[config.mk]
export PLATFORM = sky130hd
export DESIGN_NAME = hazard_ctrl
export DESIGN_NICKNAME = d
export VERILOG_FILES = /design/src/rtl/hazard_ctrl.sv
export SDC_FILE = /design/constraint.sdc
export NUM_CORES = 1
export LEC_CHECK = 0
export CAP_MARGIN = 20
export CORE_AREA = 2 2 80 82
export CTS_BUF_LIST = sky130_fd_sc_hd__clkbuf_8
export DETAILED_ROUTE_END_ITERATION = 7
export DIE_AREA = 0 0 82 84
export HOLD_SLACK_MARGIN = 0.06
export PLACE_DENSITY = 0.76
export SLEW_MARGIN = 0
export SYNTH_ARGS = -nofsm -noshare
export SYNTH_HDL_FRONTEND = slang
export SYNTH_SLANG_ARGS = --single-unit
[constraint.sdc]
create_clock -name clk -period 3 [get_ports clk]
set_input_delay 0.75 -clock clk [delete_from_list [all_inputs] [get_ports clk]]
set_output_delay 0.75 -clock clk [all_outputs]
set_load 0.05 [all_outputs]
[src/rtl/hazard_ctrl.sv]
// -----------------------------------------------------------------------------
// hazard_ctrl
// Pipeline sequencer for the fetch/decode front end. It holds the front end
// for a few cycles after reset, interlocks load-use hazards, stalls the
// pipeline while a multicycle EX unit is busy, and inserts decode bubbles
// after a taken branch/jump redirect.
//
// Ports
//   clk          in   system clock, all state on posedge
//   reset        in   synchronous, active-high
//   id_rs1/rs2   in   decode-stage source register indices
//   id_use_rs1/2 in   decode instruction actually reads rs1/rs2
//   ex_is_load   in   EX-stage instruction is a load
//   ex_rd        in   EX-stage destination register
//   ex_busy      in   multicycle unit in EX has not finished
//   branch_sig   in   taken branch/jump resolved in EX this cycle
//   stallF       out  hold fetch PC
//   stallD       out  hold decode registers
//   stallE       out  hold EX registers
//   flushD       out  bubble into decode
//   flushE       out  bubble into EX
//   busy_err     out  sticky, ex_busy lasted BUSY_TIMEOUT consecutive cycles
//   stall_count  out  cycles with stallF=1 since reset (wraps)
//
// stall*/flush* are combinational from the registered state and the current
// inputs; busy_err and stall_count are registered.
// -----------------------------------------------------------------------------
module hazard_ctrl #(
  parameter int BOOT_CYCLES    = 2,     // >= 1
  parameter int BRANCH_BUBBLES = 1,     // 0..15
  parameter int BUSY_TIMEOUT   = 1024   // >= 2
) (
  input  logic        clk,
  input  logic        reset,
  input  logic [4:0]  id_rs1,
  input  logic [4:0]  id_rs2,
  input  logic        id_use_rs1,
  input  logic        id_use_rs2,
  input  logic        ex_is_load,
  input  logic [4:0]  ex_rd,
  input  logic        ex_busy,
  input  logic        branch_sig,
  output logic        stallF,
  output logic        stallD,
  output logic        stallE,
  output logic        flushD,
  output logic        flushE,
  output logic        busy_err,
  output logic [31:0] stall_count
);

  localparam int BOOT_W = (BOOT_CYCLES > 1) ? $clog2(BOOT_CYCLES) : 1;
  localparam int TO_W   = $clog2(BUSY_TIMEOUT + 1);

  typedef enum logic [1:0] {
    S_BOOT,
    S_RUN,
    S_BUSY,
    S_BUBBLE
  } state_t;

  state_t              state_q, state_d;
  logic [BOOT_W-1:0]   boot_cnt_q, boot_cnt_d;
  logic [3:0]          bub_cnt_q, bub_cnt_d;
  logic [TO_W-1:0]     to_cnt_q, to_cnt_d;
  logic                busy_err_q, busy_err_d;
  logic [31:0]         stall_count_q, stall_count_d;

  logic hazard;

  // x0 is hardwired zero, so a load targeting it never creates a dependency.
  assign hazard = ex_is_load && (ex_rd != 5'd0) &&
                  ((id_use_rs1 && (id_rs1 == ex_rd)) ||
                   (id_use_rs2 && (id_rs2 == ex_rd)));

  always_comb begin
    // NOTE: every signal written here gets a default first so no path leaves
    // it unassigned; that is what keeps this block free of inferred latches.
    state_d    = state_q;
    boot_cnt_d = boot_cnt_q;
    bub_cnt_d  = bub_cnt_q;
    to_cnt_d   = to_cnt_q;
    busy_err_d = busy_err_q;
    stallF     = 1'b0;
    stallD     = 1'b0;
    stallE     = 1'b0;
    flushD     = 1'b0;
    flushE     = 1'b0;

    unique case (state_q)
      S_BOOT: begin
        // Front end held while imem initialises; all other inputs ignored.
        {stallF, stallD, flushD, flushE} = 4'b1111;
        if (boot_cnt_q == '0) state_d = S_RUN;
        else                  boot_cnt_d = boot_cnt_q - 1'b1;
      end

      S_RUN, S_BUBBLE: begin
        if (ex_busy) begin
          {stallF, stallD, stallE} = 3'b111;
          state_d  = S_BUSY;
          to_cnt_d = TO_W'(1);
        end else if (branch_sig) begin
          {flushD, flushE} = 2'b11;
          if (BRANCH_BUBBLES > 0) begin
            state_d   = S_BUBBLE;
            bub_cnt_d = 4'(BRANCH_BUBBLES);
          end else begin
            state_d = S_RUN;
          end
        end else begin
          // Load-use outranks the bubble's flushD; the bubble still counts down.
          if (hazard) {stallF, stallD, flushE} = 3'b111;
          else if (state_q == S_BUBBLE) flushD = 1'b1;
          if (state_q == S_BUBBLE) begin
            bub_cnt_d = bub_cnt_q - 1'b1;
            if (bub_cnt_q <= 4'd1) state_d = S_RUN;
          end
        end
      end

      S_BUSY: begin
        if (ex_busy) begin
          // A branch here is ignored: the EX instruction has not completed.
          {stallF, stallD, stallE} = 3'b111;
          if (to_cnt_q < TO_W'(BUSY_TIMEOUT)) to_cnt_d = to_cnt_q + 1'b1;
          if (to_cnt_d == TO_W'(BUSY_TIMEOUT)) busy_err_d = 1'b1;
        end else begin
          state_d = S_RUN;
          if (branch_sig) begin
            {flushD, flushE} = 2'b11;
            if (BRANCH_BUBBLES > 0) begin
              state_d   = S_BUBBLE;
              bub_cnt_d = 4'(BRANCH_BUBBLES);
            end
          end
        end
      end

      default: state_d = S_BOOT;
    endcase

    // Reset forces the boot-hold outputs regardless of the current state.
    if (reset) begin
      {stallF, stallD, flushD, flushE} = 4'b1111;
      stallE = 1'b0;
    end

    stall_count_d = stall_count_q + {31'd0, stallF};
  end

  always_ff @(posedge clk) begin
    // NOTE: sequential state is updated with non-blocking assignments only,
    // so every flop samples the pre-edge values computed above.
    if (reset) begin
      state_q       <= S_BOOT;
      boot_cnt_q    <= BOOT_W'(BOOT_CYCLES - 1);
      bub_cnt_q     <= '0;
      to_cnt_q      <= '0;
      busy_err_q    <= 1'b0;
      stall_count_q <= '0;
    end else begin
      state_q       <= state_d;
      boot_cnt_q    <= boot_cnt_d;
      bub_cnt_q     <= bub_cnt_d;
      to_cnt_q      <= to_cnt_d;
      busy_err_q    <= busy_err_d;
      stall_count_q <= stall_count_d;
    end
  end

  assign busy_err    = busy_err_q;
  assign stall_count = stall_count_q;

endmodule
; ---- After elaboration in Yosys (flattened, before gate mapping)
; Index checks and enable logic that the tools add are counted.
[word_totals]
ff_bits = 51
out_inout_bits = 38
word_cells = 82
[op_classes]
mux = 41
n_reduce_logical = 14
n_eq_ne = 15
magnitude_cmp = 2
addsub = 4
[op_table]
columns = op, n
row1 = two-way mux 11 bit, 5
row2 = adder 32 x 1 -> 32 bit, 1
row3 = case mux 11 bit (2 select lines), 1
row4 = two-way mux 4 bit, 5
row5 = two-way mux 1 bit, 18
row6 = two-way mux 2 bit, 7
row7 = inequality test 2 bit (second input constant), 6
row8 = adder 11 x 1 -> 11 bit (second input constant), 1
row9 = equality test 11 bit (second input constant), 1
row10 = less-than comparator 11 bit (second input constant), 1
row11 = equality test 5 bit, 2
row12 = case mux 1 bit (3 select lines), 3
row13 = inequality test 4 bit (second input constant), 2
row14 = case mux 4 bit (2 select lines), 1
row15 = case mux 2 bit (3 select lines), 1
row16 = AND reduction 3 bit, 2
row17 = AND reduction 5 bit, 1
row18 = nonzero test 5 bit, 1
row19 = equality test 2 bit (second input constant), 2
row20 = less-or-equal comparator 4 x 1 -> 1 bit (second input constant), 1
row21 = logical AND 1 bit, 4
row22 = AND reduction 4 bit, 1
row23 = subtractor 4 x 1 -> 4 bit (second input constant), 1
row24 = inequality test 3 bit (second input constant), 1
row25 = other kinds (7), 7

; ---- Depth between registers and ports, before layout
; Gate-level depths: netlist of the first run.
[logic_depth]
depth_word = 10
depth_mapped = 12

; ---- Worst setup path after synthesis of the first run
; No wires, ideal clock.
[synth_path]
kind = input to register
start = input ex_rd[2]
end = register stall_count_q[24] (netlist: stall_count[24])
path_slack_ps = -688
path_stages = 12
n_path_buf = 0
t_arrival_ps = 3560
cell_sequence = xor2_1 > nor4_1 > nand3_1 > a21oi_1 > a311o_1 > ha_1 > ha_1 > nand4_1 > nor3_1 > nand4_1 > xor2_1 > nor2_1
[synth_via]
elab_chain_cells = 10
elab_cells_between_ends = 14
cone_classes = add/sub (1) / eq/ne (2) / mux (5) / reduce/logical (6)
[synth_lines]
columns = item, line_no
row1 = from (decl), 40  ; input logic [4:0] ex_rd,
row2 = "equality test 5 bit, on equally long branches", "73, 74"
row3 = "logical AND 1 bit, on equally long branches", "73, 74"
row4 = logical OR 1 bit, 73  ; ((id_use_rs1 && (id_rs1 == ex_rd)) ||
row5 = logical AND 1 bit *, 72  ; assign hazard = ex_is_load && (ex_rd != 5'd0) &&
row6 = two-way mux 1 bit * (3 in a row), n/a
row7 = case mux 1 bit (3 select lines) *, n/a
row8 = two-way mux 1 bit *, n/a
row9 = named net stallD, 44  ; output logic stallD,
row10 = adder 32 x 1 -> 32 bit *, 149  ; stall_count_d = stall_count_q + {31'd0, stallF};
row11 = to (signal assigned), 168  ; stall_count_q <= stall_count_d;
row12 = to (decl), 67  ; logic [31:0] stall_count_q, stall_count_d;
; The timed path passes the listed nets; every way through them passes the cells marked *.
; A chain may end at the register's enable or synchronous reset.

; ---- Worst setup path in the final report of the first run
[layout_path]
start = input ex_rd[2]
end = output flushE
[layout_via]
elab_chain_cells = 9
elab_cells_between_ends = 13
cone_classes = eq/ne (2) / mux (5) / reduce/logical (6)
[layout_lines]
columns = item, line_no
row1 = "equality test 5 bit, on equally long branches", "73, 74"
row2 = "logical AND 1 bit, on equally long branches", "73, 74"
row3 = logical OR 1 bit, 73
row4 = logical AND 1 bit *, 72
row5 = two-way mux 1 bit *, 113  ; if (hazard) {stallF, stallD, flushE} = 3'b111;
row6 = two-way mux 1 bit *, 103  ; end else if (branch_sig) begin
row7 = two-way mux 1 bit *, 99  ; if (ex_busy) begin
row8 = case mux 1 bit (3 select lines) *, 90  ; unique case (state_q)
row9 = two-way mux 1 bit *, 144  ; if (reset) begin
row10 = to (decl), 47  ; output logic flushE,
; Every way passes the cells marked *; elsewhere a longest branch is shown, timed or not.

==> flow_summary.ini, run 1 <==
[yosys]
synth_seq_cells = 51
synthFlopType = dfxtp_1
avgSynthCellArea_um2 = 8.585
synth_cell_type_count = 53
synth_top_family_by_area = simple AND/OR/NAND/NOR gates
syn-cell-area_mm2 = 0.002721
yosys_warnings = 0
synth.area.mux_share_pct = 0.3678
synth-simple-area-share_pct = 29.24
synth-compound-area-share_pct = 11.54
async_reset_ff_share_pct = 0
synth_fp_nets = 344
synth-xor-area-share_pct = 13.84
ys_seq_area_share_pct = 37.52
syn_inst = 317
synth-edff-count = 0
synth_fa_ha_area_share_pct = 2.299

[power]
clockPowerShare_pct = 35.1
sequentialPowerShare_pct = 49.5
power_density_mw_per_mm2 = 387.1
pwr-share-comb_pct = 15.4
swShare_pct = 25.66
p_int_uw = 1069
net-switching-power_uw = 368.9
vdd_drop_max_v = 0.0003346
p_leak_uw = 0.001389
p_total_uw = 1438

[drt]
wl_met2_um = 2999
vias = 2460
dr.first_iter.drc_count = 88
vias_per_cell = 5.325
drt_first_pass_iters = 4
routed.top_layer = met4
m1WireLength_um = 2757
drt_wl_total_um = 6150
drtAntennaViolNets = 0
drc = 0
wl_met3_um = 362
wl_per_cell_um = 13.31

[cells_and_area]
layout.nets = 411
synthToLayoutAreaGrowth_pct = 36.51
n_fill_cell = 537
final_core_util_pct = 60.94
drive_gt1_share_pct = 17.66
diodes = 0
final_cells = 462

[die]
die_h_um = 84
core_area_mm2 = 0.006096
start_util_pct = 44.64
std_cell_rows = 29
design.die.area_mm2 = 0.006888
io_pins = 60
die_w_um = 82

[sta]
clock_skew_ps = 13.63
drv_slew = 0
relSlewSlack_pct = 63.16
rsz0062_at_grt = true
tightest_slew_ps = 548.4
fin_crit_sh_pct = 99.59
hold_violations = 0
hold_ws_ps = 443.2
fmax_mhz = 334.7
finalSetupViolCount = 0
tns_ps = 0
fin_crit_ps = 2988

[clocking]
tritoncts = done
insertion_delay_ps = 310
path_clk_slew_ps = 90
cts_buffer_depth = 2
h-tree-depth = 2
hold_buffers = 0
cts_buffers = 5
root_buffer = clkbuf_8
cts_sinks = 51

[place]
dpl.hpwl_um = 4334
dp.cells = 452
port_buffers = 59
gp_congestion = 0.8339

[grt]
grt_pass1_vias = 2296
grt_max_degree = 52
antenna_found_initial = 0
grt_pass1_wl_um = 10340
gr-total-overflow = 0
grt_usage_pct = 18.43

[worst_hold_path]
holdCritStartpoint = boot_cnt_q
hp-class = reg -> reg

[run]
drv_cap = 0

[setup_path]
timing.rr.start = state_q[0]
crit_type = in -> out
critPathArrivalTime_ps = 2240
critPathCaptureType = output pin
rrSetupSlack_ps = 530
startpoint_type = input pin
startpoint = ex_rd[2]
cp.required_ps = 2250
cp_max_fo = 3

[status]
status = finished clean
-- layout by cell type, fill, tap and decap left out, drive strengths merged, types with 5 or more instances in the layout --
cell	Yosys	routed
dfxtp	51	51
nor2	49	49
clkdlybuf4s50	0	39
buf	8	29
xor2	25	25
xnor2	18	18
nand3	17	17
nand2	16	16
nor3	15	15
nand4	12	12
inv	10	11
a21oi	11	11
clkbuf	9	10
and3	9	9
o21ai	6	6
nor4	6	6
ha	5	5
-- cell families after synthesis --
logic type / Yosys count
flops: 51
mux: 1
buf+inv: 27
xor+xnor: 43
fa+ha+maj: 5
simple gates: 145
compound gates: 45
-- per-stage QoR --
stage | cell area [µm²] | setup WS [ps]
after floorplan | 2768 | -250.0
after global placement | 3496 | -458.8
after detailed placement | 3496 | -503.5
after CTS | 3645 | 3.386
after global routing | 3715 | -106.7
final | 3715 | 12.43
-- repair_timing --
action,CTS,global route
setup buffers,1,4
endpoints found under the hold margin,0,0
pin swaps,9,23
resized for setup,37,34
endpoints found under the setup margin,26,26
-- sequential cells by signal (all words and copies together) (netlist names) --
register,count
bub_cnt_q,4
stall_count,32
boot_cnt_q,1
state_q,2
busy_err,1
to_cnt_q,11
-- power by group through the flow --
stage          sequential (µW)  clock, µW  combinational, µW
2_1_floorplan              738          0                116
3_3_place_gp               726          0                205
3_5_place_dp               727          0                209
4_1_cts                    712        520                211
5_1_grt                    716        549                242
6_report                   712        504                222
-- worst max-delay path, stage by stage --
cell,delay [ps]
buf_8,100
or4_4,520
o21ai_2,140
a21oi_2,50
buf_4,150
a311o_1,370
buf_6,160
-- final timing paths --
kind,end,cells after the start
worst max-delay path,flushE,7
worst min-delay path,state_q[0],1
worst max register to register,stall_count[12],12
worst min register to register,state_q[0],1
-- area by class of cell --
type                    count  area [µm²]  area share, %
clock buffers               6       82.58          2.223
clock inverters             2       38.79          1.044
inverters                  10       37.54          1.010
multi-input cells         239        1668          44.90
flip-flops and latches     51        1021          27.48
well taps                  77       96.34          2.593
repair buffers             77       770.7          20.75
-- per-layer routing --
layer	vias to the layer above	track usage, %
li1	1248	-
met1	1136	24.24
met2	72	30.16
met3	4	4.870
met4	0	3.636
met5	-	0
-- cells in the mapped netlist, types with 3 or more instances --
cell type	count	share of area, %
ha_1	5	2.3
nand2_1	16	2.2
nor3_1	9	1.7
nand4_1	11	2.5
xor2_1	25	8.0
xnor2_1	18	5.8
nor3_2	6	2.2
a211oi_1	3	0.83
dfxtp_1	51	38
inv_1	10	1.4
o21ai_0	6	1.1
and4_1	3	0.97
buf_2	3	0.55
a21oi_1	11	2.0
buf_4	3	0.83
a41oi_1	3	0.97
clkbuf_1	8	1.1
nor2b_1	4	0.92
and3_1	8	1.8
nor2_1	49	6.8
nand3_1	17	3.1
a21o_1	4	1.1
a311oi_1	3	0.97
nor4_1	4	0.92
Note: power is estimated with default switching activity, not from simulation.
==> run 2, diff against run 1 <==
--- a/config.mk
+++ b/config.mk
@@ -5,6 +5,7 @@
 export SDC_FILE = /design/constraint.sdc
 export NUM_CORES = 1
 export LEC_CHECK = 0
+export ABC_CLOCK_PERIOD_IN_PS = 3000
 export CAP_MARGIN = 20
 export CORE_AREA = 2 2 80 82
 export CTS_BUF_LIST = sky130_fd_sc_hd__clkbuf_8
==> results of run 2 <==
Final layout, timing and power as in run 1 (identical DEF).
